## config.mk

```make
export PLATFORM = sky130hd
export DESIGN_NAME = multicycle_control
export DESIGN_NICKNAME = d
export VERILOG_FILES = /design/src/rtl/multicycle_control.sv
export SDC_FILE = /design/constraint.sdc
export NUM_CORES = 1
export LEC_CHECK = 0
export BUFFER_PORTS_ARGS = -buffer_cell sky130_fd_sc_hd__buf_4
export CORE_MARGIN = 2
export CORE_UTILIZATION = 34
export CTS_CLUSTER_DIAMETER = 100
export DETAILED_ROUTE_END_ITERATION = 6
export PLACE_DENSITY = 0.67
export SETUP_SLACK_MARGIN = 0.05
export SLEW_MARGIN = 5
export SYNTH_ARGS = -nofsm -noshare
export SYNTH_HDL_FRONTEND = slang
export SYNTH_SLANG_ARGS = --single-unit
export TNS_END_PERCENT = 10
```

## constraint.sdc

```tcl
create_clock -name clk -period 3.2 [get_ports clk]
set_input_delay 0.16 -clock clk [delete_from_list [all_inputs] [get_ports clk]]
set_output_delay 0.16 -clock clk [all_outputs]
set_load 0.05 [all_outputs]
```

## src/rtl/multicycle_control.sv

```systemverilog
// Multicycle MIPS main control unit.
// Steps the shared datapath through fetch/decode/execute/memory/writeback,
// drives every mux select and write enable, counts retired instructions and
// flags unsupported opcodes or R-type function codes.
module multicycle_control #(
    parameter int N = 32
) (
    input  logic         clk,
    input  logic         rstb,
    input  logic [5:0]   op,
    input  logic [5:0]   funct,
    input  logic         zero,
    input  logic         mem_ready,
    output logic         pc_write,
    output logic         ir_write,
    output logic         mem_write,
    output logic         reg_write,
    output logic         i_or_d,
    output logic         mem_to_reg,
    output logic         reg_dst,
    output logic         alu_src_a,
    output logic [1:0]   alu_src_b,
    output logic [1:0]   pc_src,
    output logic [3:0]   alu_control,
    output logic         illegal_op,
    output logic [N-1:0] instr_count
);

    localparam logic [5:0] OP_RTYPE = 6'b000000;
    localparam logic [5:0] OP_J     = 6'b000010;
    localparam logic [5:0] OP_BEQ   = 6'b000100;
    localparam logic [5:0] OP_BNE   = 6'b000101;
    localparam logic [5:0] OP_ADDI  = 6'b001000;
    localparam logic [5:0] OP_ANDI  = 6'b001100;
    localparam logic [5:0] OP_ORI   = 6'b001101;
    localparam logic [5:0] OP_LW    = 6'b100011;
    localparam logic [5:0] OP_SW    = 6'b101011;

    localparam logic [3:0] ALU_AND = 4'b0000;
    localparam logic [3:0] ALU_OR  = 4'b0001;
    localparam logic [3:0] ALU_ADD = 4'b0010;
    localparam logic [3:0] ALU_SUB = 4'b0110;
    localparam logic [3:0] ALU_SLT = 4'b0111;
    localparam logic [3:0] ALU_NOR = 4'b1100;

    typedef enum logic [3:0] {
        S_FETCH,
        S_DECODE,
        S_MEMADR,
        S_MEMRD,
        S_MEMWB,
        S_MEMWR,
        S_EXECUTE,
        S_RWB,
        S_BRANCH,
        S_IEXEC,
        S_IWB,
        S_JUMP
    } state_t;

    state_t         state_reg;
    state_t         state_next;
    logic [N-1:0]   count_reg;
    logic           illegal_reg;
    logic           illegal_next;
    logic           retire;
    logic [3:0]     r_alu;
    logic           r_legal;

    // R-type function code to ALU operation; unknown codes are flagged illegal
    always_comb begin
        r_alu   = 4'b0000;
        r_legal = 1'b1;
        case (funct)
            6'b100000: r_alu = ALU_ADD;
            6'b100010: r_alu = ALU_SUB;
            6'b100100: r_alu = ALU_AND;
            6'b100101: r_alu = ALU_OR;
            6'b100111: r_alu = ALU_NOR;
            6'b101010: r_alu = ALU_SLT;
            default:   r_legal = 1'b0;
        endcase
    end

    // Next-state selection, retire detection and illegal-op detection
    always_comb begin
        state_next   = state_reg;
        retire       = 1'b0;
        illegal_next = 1'b0;
        case (state_reg)
            S_FETCH: begin
                if (mem_ready) state_next = S_DECODE;
            end
            S_DECODE: begin
                case (op)
                    OP_LW, OP_SW:              state_next = S_MEMADR;
                    OP_RTYPE:                  state_next = S_EXECUTE;
                    OP_BEQ, OP_BNE:            state_next = S_BRANCH;
                    OP_ADDI, OP_ANDI, OP_ORI:  state_next = S_IEXEC;
                    OP_J:                      state_next = S_JUMP;
                    default: begin
                        state_next   = S_FETCH;
                        illegal_next = 1'b1;
                    end
                endcase
            end
            S_MEMADR: begin
                state_next = (op == OP_SW) ? S_MEMWR : S_MEMRD;
            end
            S_MEMRD: begin
                if (mem_ready) state_next = S_MEMWB;
            end
            S_MEMWR: begin
                if (mem_ready) begin
                    state_next = S_FETCH;
                    retire     = 1'b1;
                end
            end
            S_EXECUTE: begin
                if (r_legal) begin
                    state_next = S_RWB;
                end else begin
                    state_next   = S_FETCH;
                    illegal_next = 1'b1;
                end
            end
            S_IEXEC: begin
                state_next = S_IWB;
            end
            S_MEMWB, S_RWB, S_BRANCH, S_IWB, S_JUMP: begin
                state_next = S_FETCH;
                retire     = 1'b1;
            end
            default: begin
                state_next = S_FETCH;
            end
        endcase
    end

    // State, retire counter and registered illegal-op pulse
    always_ff @(posedge clk) begin
        if (!rstb) begin
            state_reg   <= S_FETCH;
            count_reg   <= '0;
            illegal_reg <= 1'b0;
        end else begin
            state_reg   <= state_next;
            illegal_reg <= illegal_next;
            if (retire) count_reg <= count_reg + N'(1);
        end
    end

    // Moore control outputs, gated by memory/zero/op where needed and forced low in reset
    always_comb begin
        pc_write    = 1'b0;
        ir_write    = 1'b0;
        mem_write   = 1'b0;
        reg_write   = 1'b0;
        i_or_d      = 1'b0;
        mem_to_reg  = 1'b0;
        reg_dst     = 1'b0;
        alu_src_a   = 1'b0;
        alu_src_b   = 2'b00;
        pc_src      = 2'b00;
        alu_control = 4'b0000;
        case (state_reg)
            S_FETCH: begin
                alu_src_b   = 2'b01;
                alu_control = ALU_ADD;
                ir_write    = mem_ready;
                pc_write    = mem_ready;
            end
            S_DECODE: begin
                alu_src_b   = 2'b11;
                alu_control = ALU_ADD;
            end
            S_MEMADR: begin
                alu_src_a   = 1'b1;
                alu_src_b   = 2'b10;
                alu_control = ALU_ADD;
            end
            S_MEMRD: begin
                i_or_d = 1'b1;
            end
            S_MEMWB: begin
                reg_write  = 1'b1;
                mem_to_reg = 1'b1;
            end
            S_MEMWR: begin
                i_or_d    = 1'b1;
                mem_write = 1'b1;
            end
            S_EXECUTE: begin
                alu_src_a   = 1'b1;
                alu_control = r_alu;
            end
            S_RWB: begin
                reg_write = 1'b1;
                reg_dst   = 1'b1;
            end
            S_BRANCH: begin
                alu_src_a   = 1'b1;
                alu_control = ALU_SUB;
                pc_src      = 2'b01;
                pc_write    = (op == OP_BEQ) ? zero : ~zero;
            end
            S_IEXEC: begin
                alu_src_a = 1'b1;
                alu_src_b = 2'b10;
                case (op)
                    OP_ANDI: alu_control = ALU_AND;
                    OP_ORI:  alu_control = ALU_OR;
                    default: alu_control = ALU_ADD;
                endcase
            end
            S_IWB: begin
                reg_write = 1'b1;
            end
            S_JUMP: begin
                pc_src   = 2'b10;
                pc_write = 1'b1;
            end
            default: begin
                pc_write = 1'b0;
            end
        endcase
        if (!rstb) begin
            pc_write    = 1'b0;
            ir_write    = 1'b0;
            mem_write   = 1'b0;
            reg_write   = 1'b0;
            i_or_d      = 1'b0;
            mem_to_reg  = 1'b0;
            reg_dst     = 1'b0;
            alu_src_a   = 1'b0;
            alu_src_b   = 2'b00;
            pc_src      = 2'b00;
            alu_control = 4'b0000;
        end
    end

    assign illegal_op  = illegal_reg & rstb;
    assign instr_count = count_reg;

endmodule
```

==> results of run 1 <==
placed cells by master (no fill, tap or decap), types with 6 or more instances in the layout:
master / n
nand3_1: 11
nor3_1: 18
dfxtp_1: 37
nor4_1: 15
nand4_1: 7
and3_1: 6
a21oi_1: 17
or3_1: 8
nor2_1: 45
clkbuf_8: 6
o21ai_0: 15
xnor2_1: 18
nand2b_1: 9
inv_1: 9
nand2_1: 24
buf_4: 66
where the power goes:
| group | leakage (nW) | total, mW | internal [mW] | switching [mW] |
|---|---|---|---|---|
| logic | 0.735 | 0.116 | 0.0435 | 0.0721 |
| registers | 0.298 | 0.471 | 0.463 | 0.00752 |
| clock network | 0.0443 | 0.325 | 0.171 | 0.155 |
| total | 1.08 | 0.912 | 0.678 | 0.234 |
cell families after synthesis:
group	count (synthesis)	synth area share, %
buffers and inverters	25	4.79
XOR/XNOR	22	8.38
AO/OA/AOI/OAI	53	14.9
flip-flops	37	32.2
adder cells (fa/ha/maj)	1	0.544
AND/OR/NAND/NOR	167	38.3
multiplexers	2	0.925
synth_stat cells (all sizes together) (2+ instances only):
cell	number	area share, %
nand2	24	3.9
o31ai	2	0.65
and4	3	1.3
or2	2	0.54
dfxtp	37	32
a32oi	2	1.6
nor2b	5	1.5
xnor2	18	6.9
xor2	4	1.5
or2b	2	0.76
nor2	45	7.3
inv	9	1.5
o31a	2	0.76
and2	2	0.54
nand3b	3	0.98
o21a	3	0.98
o21ai	16	3.5
nand4	8	2.4
or3b	3	1.3
nand3	11	2.4
clkbuf	8	1.3
nor4	15	4.1
buf	7	1.8
a21oi	17	3.7
and3	6	1.6
nor3	18	3.9
a31oi	4	1.1
nand2b	9	2.4
or3	8	2.2
worst max path at each step:
| stage | from | endpoint | slack [ps] |
|---|---|---|---|
| after floorplan | state_reg[3] | alu_control[1] | 930 |
| after global placement | state_reg[2] | instr_count[29] | 940 |
| after detailed placement | state_reg[2] | instr_count[29] | 890 |
| after CTS | state_reg[1] | alu_control[1] | 800 |
| after global routing | state_reg[1] | alu_control[1] | 590 |
| final | state_reg[1] | alu_control[1] | 820 |
per-layer routing:
layer | vias up | global-route usage [%]
met2 | 48 | 25.6
met3 | 7 | 2.95
li1 | 1214 | -
met5 | - | 0
met4 | 0 | 4.69
met1 | 1105 | 21.4
cell type report:
type                    count  area [um2]  area share, %
repair buffers             66         495           17.1
inverters                  10        37.5           1.29
well taps                  77        96.3           3.32
flip-flops and latches     37         741           25.5
clock buffers               7        86.3           2.97
multi-input cells         245        1450           49.9
critical path, cell delays in order, from the launching register on:
cell      delay (ps)
dfxtp_1          650
nand2b_1         280
nor2_1           250
o21ai_0          200
a221oi_1         290
buf_4            260
==> run metrics, run 1 <==
met2 WL 2750 um; H-tree depth 2; crit path launch type flip-flop; clk_lat worst skew 290 ps; Util after Layout 45.0%; I/O Buffers 64; DR WL met3 227 um; final worst slack 816 ps; Antenna Cells 0; Initial DRT Pass Iterations 4; clock sink total 37; Cell Area, Synth 0.00230 mm2; row cnt 29; crit end category primary output; reg2reg end instr_count[29]; CP required 3040 ps; # setup viols final 0; CTS clock-pin slew for the worst setup and hold paths 70 ps; Hold WC Path Type in2reg; Max-cap violations 0; DP HPWL 4290 um; Mapped Nets 324; minimum clock period 2380 ps; Rel. slew slack 57.8%; VDD IR max 0.141 mV; hold endpoint state_reg[1]; Ports 65; gr usage total 15.8%; hold path cells 2; Final ANT Viol Nets 0; Post-Place Setup Slack 889 ps; Nets 382; Non-Filler Instances 442; PD cells 314 mW/mm2; Area after DPL 0.00282 mm2; largest net degree at the start of global routing 31; gpl congestion 0.826; root buffer cell clkbuf_8; Final period util 74.5%; DIE AREA 0.00744 mm2; status completed; post-synthesis sequential area ratio 32.2%; asr flop ratio synth 0%; Vias 2,374; Pleak 1.08 nW; antenna violations before repair 0; Resize count post-CTS 0; Starting Density 35.6%; R2R Path Start state_reg[2]; Hold Buf Count CTS 0; core footprint 0.00646 mm2; ys flop type dfxtp_1; hold slack 186 ps; WS Path Type reg2out; P&R area growth vs syn 26.3%; post-route cell area 0.00291 mm2; FF-to-FF path depth 5; final max-slew violation count 0; chip width 86.2 um; Critical Path Fanout Max 17; share of cells above drive strength 1 22.7%; Post-Route Setup TNS 0 ps; global-route wire length before repair 9720 um; RSZ-0062 raised after global routing false; Avg Inst Size Synth 7.49 um2; number of synthesized register bits 37; Netlist cell types 53; WL per Instance 13.0 um; Worst Path Arrival 2220 ps; Post-Synthesis Cells 307; CTS tree done; DRC errors left 0; placed cells 435; Routed Wire Length 5750 um; number of global-route vias before repair 2,143; Hold Vio Cnt, Final 0; r2r setup slk 860 ps; Post-synth EDFFs 0; Hold Startpoint rstb; max frequency 0.420 GHz; DR vias/cell 5.37; Met1 Routed Length 2710 um; Syn. warnings 0; Clock Skew 5.81 ps; Die H 86.2 um; total CTS buffers 5; postcts setup bufs 0; number of flip-flops in the largest register 32; Worst-Margin Slew 633 ps; CTS Buffer Depth 2; Overall Power 0.912 mW; FILL cells 663; highest metal used met4; global route overflow 0; Starting DRT DRC Count 126
(Power assumes the default switching activity.)
==> inputs of run 2 (changes only) <==
--- a/config.mk
+++ b/config.mk
@@ -10,7 +10,7 @@
 export CORE_UTILIZATION = 34
 export CTS_CLUSTER_DIAMETER = 100
 export DETAILED_ROUTE_END_ITERATION = 6
-export PLACE_DENSITY = 0.67
+export PLACE_DENSITY = 0.69
 export SETUP_SLACK_MARGIN = 0.05
 export SLEW_MARGIN = 5
 export SYNTH_ARGS = -nofsm -noshare
==> constraint.sdc (replaced) <==
create_clock -name clk -period 2.15 [get_ports clk]
set_input_delay 0.1075 -clock clk [delete_from_list [all_inputs] [get_ports clk]]
set_output_delay 0.1075 -clock clk [all_outputs]
set_load 0.05 [all_outputs]
==> run metrics, run 2 (synthesis results as in run 1) <==
final max-slew violation count 0 (unchanged); Routed Wire Length 5890 um (+2.4%); Util after Layout 46.6% (+1.6 points); RSZ-0062 raised after global routing false; Starting DRT DRC Count 97 (-23%); WS Path Type reg2out; CTS tree done; R2R Path Start instr_count[17]; CTS clock-pin slew for the worst setup and hold paths 70 ps (about the same); chip width 86.2 um (unchanged); reg2reg end instr_count[31]; Worst Path Arrival 1840 ps (-380 ps); clk_lat worst skew 300 ps (about the same); Hold Buf Count CTS 0 (unchanged); antenna violations before repair 0 (unchanged); crit path launch type flip-flop; Rel. slew slack 60.4% (+2.6 points); status completed; I/O Buffers 64 (unchanged); Post-Route Setup TNS 0 ps (unchanged); Hold Vio Cnt, Final 0 (unchanged); Worst-Margin Slew 589 ps (-43.4 ps); Max-cap violations 0 (unchanged); DRC errors left 0 (unchanged); Antenna Cells 0 (unchanged); number of flip-flops in the largest register 32 (unchanged); global route overflow 0 (unchanged); core footprint 0.00646 mm2 (unchanged); number of global-route vias before repair 2,220 (+3.6%); global-route wire length before repair 10,000 um (+3.3%); DIE AREA 0.00744 mm2 (unchanged); VDD IR max 0.226 mV (+61%); total CTS buffers 5 (unchanged); Die H 86.2 um (unchanged); P&R area growth vs syn 31.0%; Ports 65 (unchanged); WL per Instance 13.1 um (+0.56%); DP HPWL 4350 um (+1.5%); postcts setup bufs 0 (unchanged); PD cells 488 mW/mm2 (+55%); Post-Place Setup Slack 158 ps (-730 ps); gr usage total 16.5% (+0.72 points); Final period util 90.8%; H-tree depth 2 (unchanged); row cnt 29 (unchanged); minimum clock period 1950 ps; commonest non-fill, non-tap cell in the layout buf_4; Hold Startpoint rstb; r2r setup slk 270 ps (-590 ps); FILL cells 612 (-7.7%); final worst slack 198 ps (-618 ps); Resize count post-CTS 1 (+1); Clock Skew 8.73 ps (+2.92 ps); share of cells above drive strength 1 25.5% (+2.7 points); root buffer cell clkbuf_8; FF-to-FF path depth 5 (unchanged); crit end category primary output; max frequency 0.512 GHz; Critical Path Fanout Max 14 (-3); gpl congestion 0.878 (+6.2%); Vias 2,382 (+0.34%); # setup viols final 0 (unchanged); hold path cells 2 (unchanged); Hold WC Path Type in2reg; CP required 2040 ps (-1000 ps); Starting Density 35.6% (unchanged); Final ANT Viol Nets 0 (unchanged); largest net degree at the start of global routing 32 (+3.2%); Nets 390 (+2.1%); most frequent cells in the layout buf_4 (74), nor2_1 (45), dfxtp_1 (37); clock sink total 37 (unchanged); DR vias/cell 5.29 (-1.4%); CTS Buffer Depth 2 (unchanged); Initial DRT Pass Iterations 4 (unchanged); Pleak 1.15 nW (+6.6%); hold endpoint instr_count[31]
-- run 2: worst max-delay path by stage --
stage              startpoint              end  slack (ps)  cells after the start
2_1_floorplan    state_reg[3]   alu_control[3]           1                      4
3_3_place_gp   instr_count[4]  instr_count[28]         270                      5
3_5_place_dp   instr_count[4]  instr_count[28]         160                      5
4_1_cts          state_reg[3]   alu_control[3]          90                      6
5_1_grt          state_reg[3]   alu_control[3]          70                      6
6_report         state_reg[3]   alu_control[3]         200                      6
-- run 2: final cells by class --
type / count / area [um2] / area share [%]
Multi-Input combinational cell: 245 / 1480 / 49.1
Sequential cell: 37 / 741 / 24.6
Timing Repair Buffer: 74 / 556 / 18.4
Tap cell: 77 / 96.3 / 3.20
Clock buffer: 5 / 68.8 / 2.29
Inverter: 10 / 37.5 / 1.25
Clock inverter: 2 / 35.0 / 1.16
-- run 2: report_power, final --
| part | switching, mW | internal [mW] |
|---|---|---|
| Clock | 0.252 | 0.337 |
| Combinational | 0.116 | 0.0693 |
| Sequential | 0.00556 | 0.689 |
-- run 2: metrics by stage --
stage | hold slack, ps | total power, mW | instance area (um2) | cells
finish | 132 | 1.47 | 3010 | 450
global route | 138 | 1.52 | 3010 | 450
CTS | 124 | 1.47 | 2990 | 450
detailed placement | 434 | 0.893 | 2890 | 443
global placement | 433 | 0.892 | 2890 | 443
floorplan | 284 | 0.823 | 2310 | 307
-- run 2: metal layers --
layer / share of wire, % / wire length, um / global-route usage [%]
met1: 47 / 2750 / 21.7
met2: 47 / 2760 / 27.0
met3: 4.9 / 288 / 4.00
met4: 1.5 / 87 / 4.83
met5: 0 / 0 / 0
-- run 2: critical path, stage by stage, from the launching register on --
cell and delay, ps:
dfxtp_1 330, buf_4 180, nand2b_2 260, nor3_4 270
nand2_1 80, nor3_1 190, buf_4 230
